### config.mk
export PLATFORM = sky130hd
export DESIGN_NAME = vga_pixel_fetch_flat
export DESIGN_NICKNAME = d
export VERILOG_FILES = /design/src/rtl/vga_pixel_fetch_if.sv /design/src/rtl/vga_pixel_fetch.sv /design/src/flat_wrapper.sv
export SDC_FILE = /design/constraint.sdc
export NUM_CORES = 1
export LEC_CHECK = 0
export CORE_ASPECT_RATIO = 2
export CORE_UTILIZATION = 31
export CTS_CLUSTER_SIZE = 40
export DETAILED_ROUTE_END_ITERATION = 8
export PLACE_DENSITY_LB_ADDON = 0.15
export SYNTH_ARGS = -nofsm -noshare
export SYNTH_HDL_FRONTEND = slang
export SYNTH_SLANG_ARGS = --single-unit
### constraint.sdc
create_clock -name clk -period 4.51 [get_ports clk]
set_clock_uncertainty 0.2 [all_clocks]
set_input_delay 0.451 -clock clk [delete_from_list [all_inputs] [get_ports clk]]
set_output_delay 0.451 -clock clk [all_outputs]
set_load 0.01 [all_outputs]
### src/rtl/vga_pixel_fetch_if.sv
// Frame-buffer read port between the pixel fetch stage and the memory.
// Avalon-MM style pipelined read with variable latency.
//   mem_address       : word-aligned byte address (bits [1:0] always 0)
//   mem_read          : read request, held until accepted
//   mem_waitrequest   : slave stall; a request is accepted when mem_read && !mem_waitrequest
//   mem_readdata      : returned 32-bit word
//   mem_readdatavalid : mem_readdata is valid this cycle
// master = fetch stage, slave = memory.
interface vga_pixel_fetch_if #(
  parameter int ADDR_W = 24
) ();
  logic [ADDR_W-1:0] mem_address;
  logic              mem_read;
  logic              mem_waitrequest;
  logic [31:0]       mem_readdata;
  logic              mem_readdatavalid;

  modport master (
    output mem_address,
    output mem_read,
    input  mem_waitrequest,
    input  mem_readdata,
    input  mem_readdatavalid
  );

  modport slave (
    input  mem_address,
    input  mem_read,
    output mem_waitrequest,
    output mem_readdata,
    output mem_readdatavalid
  );
endinterface

### src/rtl/vga_pixel_fetch.sv
// Pixel fetch stage in front of the VGA timing/pattern generator.
// Turns the generator's per-pixel byte address into an 8-bit grey level,
// caching one 32-bit frame-buffer word (4 pixels) and fetching a new word
// on a miss. Pixels that cannot be served in time are counted as underruns.
// Ports:
//   clk            : pixel clock (shared with the generator)
//   reset_n        : asynchronous active-low reset
//   pixel_addr     : byte address of the current pixel
//   color          : grey level for the current pixel, 1-cycle latency
//   mem            : frame-buffer read port (master side)
//   underrun_count : saturating count of miss cycles
//   busy           : a read is outstanding
module vga_pixel_fetch #(
  parameter int                ADDR_W      = 24,
  parameter logic [ADDR_W-1:0] BLANK_ADDR  = '0,
  parameter logic [7:0]        BLANK_COLOR = 8'h00
) (
  input  logic              clk,
  input  logic              reset_n,
  input  logic [ADDR_W-1:0] pixel_addr,
  output logic [7:0]        color,
  vga_pixel_fetch_if.master mem,
  output logic [15:0]       underrun_count,
  output logic              busy
);

  typedef enum logic [1:0] {IDLE, REQ, RESP} state_t;

  state_t state, state_next;

  logic [ADDR_W-3:0] pix_word;
  logic [1:0]        pix_lane;
  logic [ADDR_W-3:0] req_word;
  logic [ADDR_W-3:0] tag;
  logic [31:0]       data;
  logic              tag_valid;

  logic is_blank, is_hit, is_bypass, is_miss;
  logic issue, accept, fill;

  assign pix_word = pixel_addr[ADDR_W-1:2];
  assign pix_lane = pixel_addr[1:0];

  // Blank wins over everything so the blank address is never fetched.
  // A returning word that matches the current pixel is used directly
  // (bypass) so the pixel is not lost while the cache is being written.
  assign is_blank  = (pixel_addr == BLANK_ADDR);
  assign is_hit    = tag_valid && (tag == pix_word);
  assign is_bypass = (state == RESP) && mem.mem_readdatavalid && (req_word == pix_word);
  assign is_miss   = !is_blank && !is_hit && !is_bypass;

  function automatic logic [7:0] lane_sel(input logic [31:0] w, input logic [1:0] l);
    return w[8*l +: 8];
  endfunction

  always_ff @(posedge clk or negedge reset_n) begin
    if (!reset_n) state <= IDLE;
    else          state <= state_next;
  end

  // One read in flight at most: a new request can only start from IDLE,
  // so a miss seen during REQ/RESP waits until the current fill lands.
  always_comb begin
    state_next = state;
    issue      = 1'b0;
    accept     = 1'b0;
    fill       = 1'b0;
    case (state)
      IDLE: begin
        if (is_miss) begin
          issue      = 1'b1;
          state_next = REQ;
        end
      end
      REQ: begin
        if (!mem.mem_waitrequest) begin
          accept     = 1'b1;
          state_next = RESP;
        end
      end
      RESP: begin
        if (mem.mem_readdatavalid) begin
          fill       = 1'b1;
          state_next = IDLE;
        end
      end
      default: state_next = IDLE;
    endcase
  end

  // Request registers, cache fill and busy flag.
  always_ff @(posedge clk or negedge reset_n) begin
    if (!reset_n) begin
      req_word        <= '0;
      mem.mem_address <= '0;
      mem.mem_read    <= 1'b0;
      tag             <= '0;
      data            <= '0;
      tag_valid       <= 1'b0;
      busy            <= 1'b0;
    end else begin
      if (issue) begin
        req_word        <= pix_word;
        mem.mem_address <= {pix_word, 2'b00};
        mem.mem_read    <= 1'b1;
      end
      if (accept) mem.mem_read <= 1'b0;
      if (fill) begin
        tag       <= req_word;
        data      <= mem.mem_readdata;
        tag_valid <= 1'b1;
      end
      busy <= (state_next != IDLE);
    end
  end

  // Pixel output and underrun counter; color holds on a miss.
  always_ff @(posedge clk or negedge reset_n) begin
    if (!reset_n) begin
      color          <= BLANK_COLOR;
      underrun_count <= '0;
    end else begin
      if (is_blank)       color <= BLANK_COLOR;
      else if (is_hit)    color <= lane_sel(data, pix_lane);
      else if (is_bypass) color <= lane_sel(mem.mem_readdata, pix_lane);
      if (is_miss && (underrun_count != 16'hFFFF))
        underrun_count <= underrun_count + 16'd1;
    end
  end

endmodule

### src/flat_wrapper.sv
// flat-port wrapper written by rule: the top's interface ports become plain ports
module vga_pixel_fetch_flat 
#(
  parameter int                ADDR_W      = 24,
  parameter logic [ADDR_W-1:0] BLANK_ADDR  = '0,
  parameter logic [7:0]        BLANK_COLOR = 8'h00
)
  (clk, reset_n, pixel_addr, color, underrun_count, busy, mem_mem_address, mem_mem_read, mem_mem_waitrequest, mem_mem_readdata, mem_mem_readdatavalid);
  vga_pixel_fetch_if #(.ADDR_W(ADDR_W)) mem_i ();
  input  logic clk;
  input  logic reset_n;
  input  logic [ADDR_W-1:0] pixel_addr;
  output logic [7:0] color;
  output logic [15:0] underrun_count;
  output logic busy;
  output wire logic [$bits(mem_i.mem_address)-1:0] mem_mem_address;
  output wire logic [$bits(mem_i.mem_read)-1:0] mem_mem_read;
  input wire logic [$bits(mem_i.mem_waitrequest)-1:0] mem_mem_waitrequest;
  input wire logic [$bits(mem_i.mem_readdata)-1:0] mem_mem_readdata;
  input wire logic [$bits(mem_i.mem_readdatavalid)-1:0] mem_mem_readdatavalid;
  assign mem_mem_address = mem_i.mem_address;
  assign mem_mem_read = mem_i.mem_read;
  assign mem_i.mem_waitrequest = mem_mem_waitrequest;
  assign mem_i.mem_readdata = mem_mem_readdata;
  assign mem_i.mem_readdatavalid = mem_mem_readdatavalid;
  vga_pixel_fetch #(.ADDR_W(ADDR_W), .BLANK_ADDR(BLANK_ADDR), .BLANK_COLOR(BLANK_COLOR)) u_core (.clk(clk), .reset_n(reset_n), .pixel_addr(pixel_addr), .color(color), .mem(mem_i), .underrun_count(underrun_count), .busy(busy));
endmodule
==> impl_metrics.json <==
{
  "stdcell_area_um2": 7010,
  "vdd_ir_drop_max_v": 0.000256,
  "min_path_type": "in2async",
  "rows": 68,
  "period_needed_ps": 3180,
  "required_ps": 4540,
  "coreArea_um2": 17300,
  "ant_nets": 0,
  "synth_top_area_share_pct": 47.9,
  "seq_area_frac_synth_pct": 47.9,
  "cp-startpoint": "pixel_addr[7]",
  "start_util_pct": 31.7,
  "critical_path_peak_fanout": 22,
  "place_area_um2": 6720,
  "antenna_found_initial": 0,
  "layout_commonest_cell": "clkdlybuf4s50_1",
  "cts_root_buf": "clkbuf_16",
  "grt_use_total_pct": 17.7,
  "dp.final_hpwl_um": 11400,
  "ys_warn_count": 0,
  "synth.avg_cell_area_um2": 11.6,
  "layout_common_cells": "106 x clkdlybuf4s50_1, 105 x dfrtp_1, 41 x mux2_2, 34 x inv_1, 34 x o21ai_0",
  "max_cap_violations": 0,
  "grt_pass1_wl_um": 23900,
  "clk_pin_slew_ps": 80,
  "cp.arrival_ps": 3210,
  "crit_end": "u_core.mem.mem_address[21]",
  "r2r_end": "u_core.mem.mem_address[21]",
  "critical_path.endpoint_type": "register",
  "leakagePower_nw": 2.92,
  "gp_congestion": 0.976,
  "yosysUniqueCellTypes": 44,
  "outcome": "complete, no violations",
  "num_io_pins": 110,
  "grt_max_degree": 78,
  "slew_violations": 0,
  "die_w_um": 96.0,
  "ys_async_sr_fraction_pct": 100,
  "drive_gt1_share_pct": 16.9,
  "syn_inst": 473,
  "cts_hold_buf": 0,
  "worstMarginPinSlew_ps": 1040,
  "fin_crit_sh_pct": 70.6,
  "clkSinkCount": 105,
  "cts_resized": 0,
  "synth_edf_count": 0,
  "die_h_um": 190,
  "clock_latency_ps": 350,
  "setup_viol": 0,
  "r2r-start": "u_core.tag[1]",
  "synth_area_leader_cell": "dfrtp_1",
  "vias": 4057,
  "via_per_inst": 5.14,
  "antennaDiodeCount": 0,
  "drt_pass1_iterations": 4,
  "hold_violations": 0,
  "rrSetupSlack_ps": 1600,
  "rr_worst_depth": 7,
  "syn_to_final_growth_pct": 27.9,
  "die_area_um2": 18200,
  "tns_ps": 0,
  "power_density_nw_per_um2": 551,
  "overflow": 0,
  "cts_made_buffers": 9,
  "grt_pass1_vias": 4394,
  "port_buffers": 107,
  "post-route-drc-count": 0,
  "cts_buffer_depth": 2,
  "ys.flop_type": "dfrtp_1",
  "cts_tree": "built",
  "nets": 636,
  "fmax_mhz": 314,
  "max_slew_margin_pct": 31.0,
  "wl_um": 15200,
  "crit_type": "in2reg",
  "post_cts_buffers": 0,
  "htreeDepth": 3,
  "synthTopCellsByArea": "dfrtp_1 48%, mux2_2 8.4%, mux2_4 5.5%, xor2_1 5.0%, xnor2_1 4.8%",
  "routedWlPerCell_um": 19.2,
  "synth_seq_cells": 105,
  "drt_iter0_markers": 200,
  "startpoint_type": "input pin",
  "synth_area_um2": 5480,
  "rsz0062_at_grt": "no"
}
==> metal layers <==
metal	up-vias	share of wire [%]	GRT usage, %	wire [um]
met5	-	0	0	0
met4	0	4.0	8.50	601
met3	28	3.1	2.12	471
met2	106	57	33.4	8670
met1	2035	36	18.6	5440
li1	1888	-	-	-
==> cells in the mapped netlist (8+ instances only) <==
| cell type | n |
|---|---|
| clkbuf_1 | 9 |
| nand2_1 | 31 |
| inv_1 | 34 |
| mux2_2 | 41 |
| a31oi_1 | 9 |
| nor4_1 | 16 |
| o21ai_0 | 34 |
| nand3_1 | 21 |
| nand4_1 | 12 |
| o221ai_1 | 8 |
| dfrtp_1 | 105 |
| mux2_4 | 20 |
| xnor2_1 | 30 |
| xor2_1 | 31 |
| a32o_1 | 8 |
| mux4_2 | 8 |
==> kinds of logic after synthesis <==
group	count (synthesis)	synth area share, %
other	1	0.0684
DFF	105	47.9
muxes	70	17.4
AOI/OAI and AO/OA	64	7.56
adders and majority gates	1	0.228
and+or+nand+nor	113	12.1
xor gates and xnor gates	61	9.75
buffers and inverters	58	4.95
==> sequential cells by signal (all words and copies together) (netlist names) <==
signal                  cells
u_core.busy                 1
u_core.color                8
u_core.data                32
u_core.mem.mem_address     22
u_core.mem.mem_read         1
u_core.state                2
u_core.tag                 22
u_core.tag_valid            1
u_core.underrun_count      16
==> worst min-delay path by stage <==
| stage | slack [ps] | cells past startpoint | to | startpoint |
|---|---|---|---|---|
| 2_1_floorplan | -40 | 0 | u_core.busy | reset_n |
| 5_1_grt | 130 | 1 | u_core.underrun_count[15] | reset_n |
| 6_report | 50 | 1 | u_core.underrun_count[15] | reset_n |
| 3_5_place_dp | 270 | 2 | u_core.data[9] | u_core.data[9] |
| 3_3_place_gp | 260 | 2 | u_core.data[4] | u_core.data[4] |
| 4_1_cts | 100 | 1 | u_core.underrun_count[15] | reset_n |
==> critical path: stages <==
cell and delay (ps):
clkdlybuf4s50_1 610, xor2_1 200, nor4b_2 380, nand4_2 390, o221a_1 400, nor3b_4 150
buf_4 270, mux2_4 340
==> final cells by class <==
type | instances | area [um^2]
fill | 1711 | 10300
sequential | 105 | 2630
multi-input combinational | 311 | 2580
timing repair buffer | 114 | 1120
tap | 210 | 263
clock buffer | 10 | 229
inverter | 34 | 128
clock inverter | 6 | 57.6
==> metrics by stage <==
step / setup slack [ps] / power [W] / utilization, % / hold WS (ps) / std cells
finish: 1330 / 0.00386 / 40.6 / 45.0 / 790
global route: 1180 / 0.00409 / 40.6 / 130 / 790
CTS: 1330 / 0.00391 / 40.6 / 104 / 790
detailed placement: 968 / 0.00311 / 38.9 / 271 / 774
global placement: 1010 / 0.00307 / 38.9 / 261 / 774
floorplan: 2070 / 0.00252 / - / -44.6 / 474
==> where the power goes <==
group	switching [W]	internal, W	total [W]
clock network	0.000387	0.000391	0.000778
logic	0.000637	0.000817	0.00145
registers	0.000322	0.00131	0.00163
(Power assumes the default switching activity.)
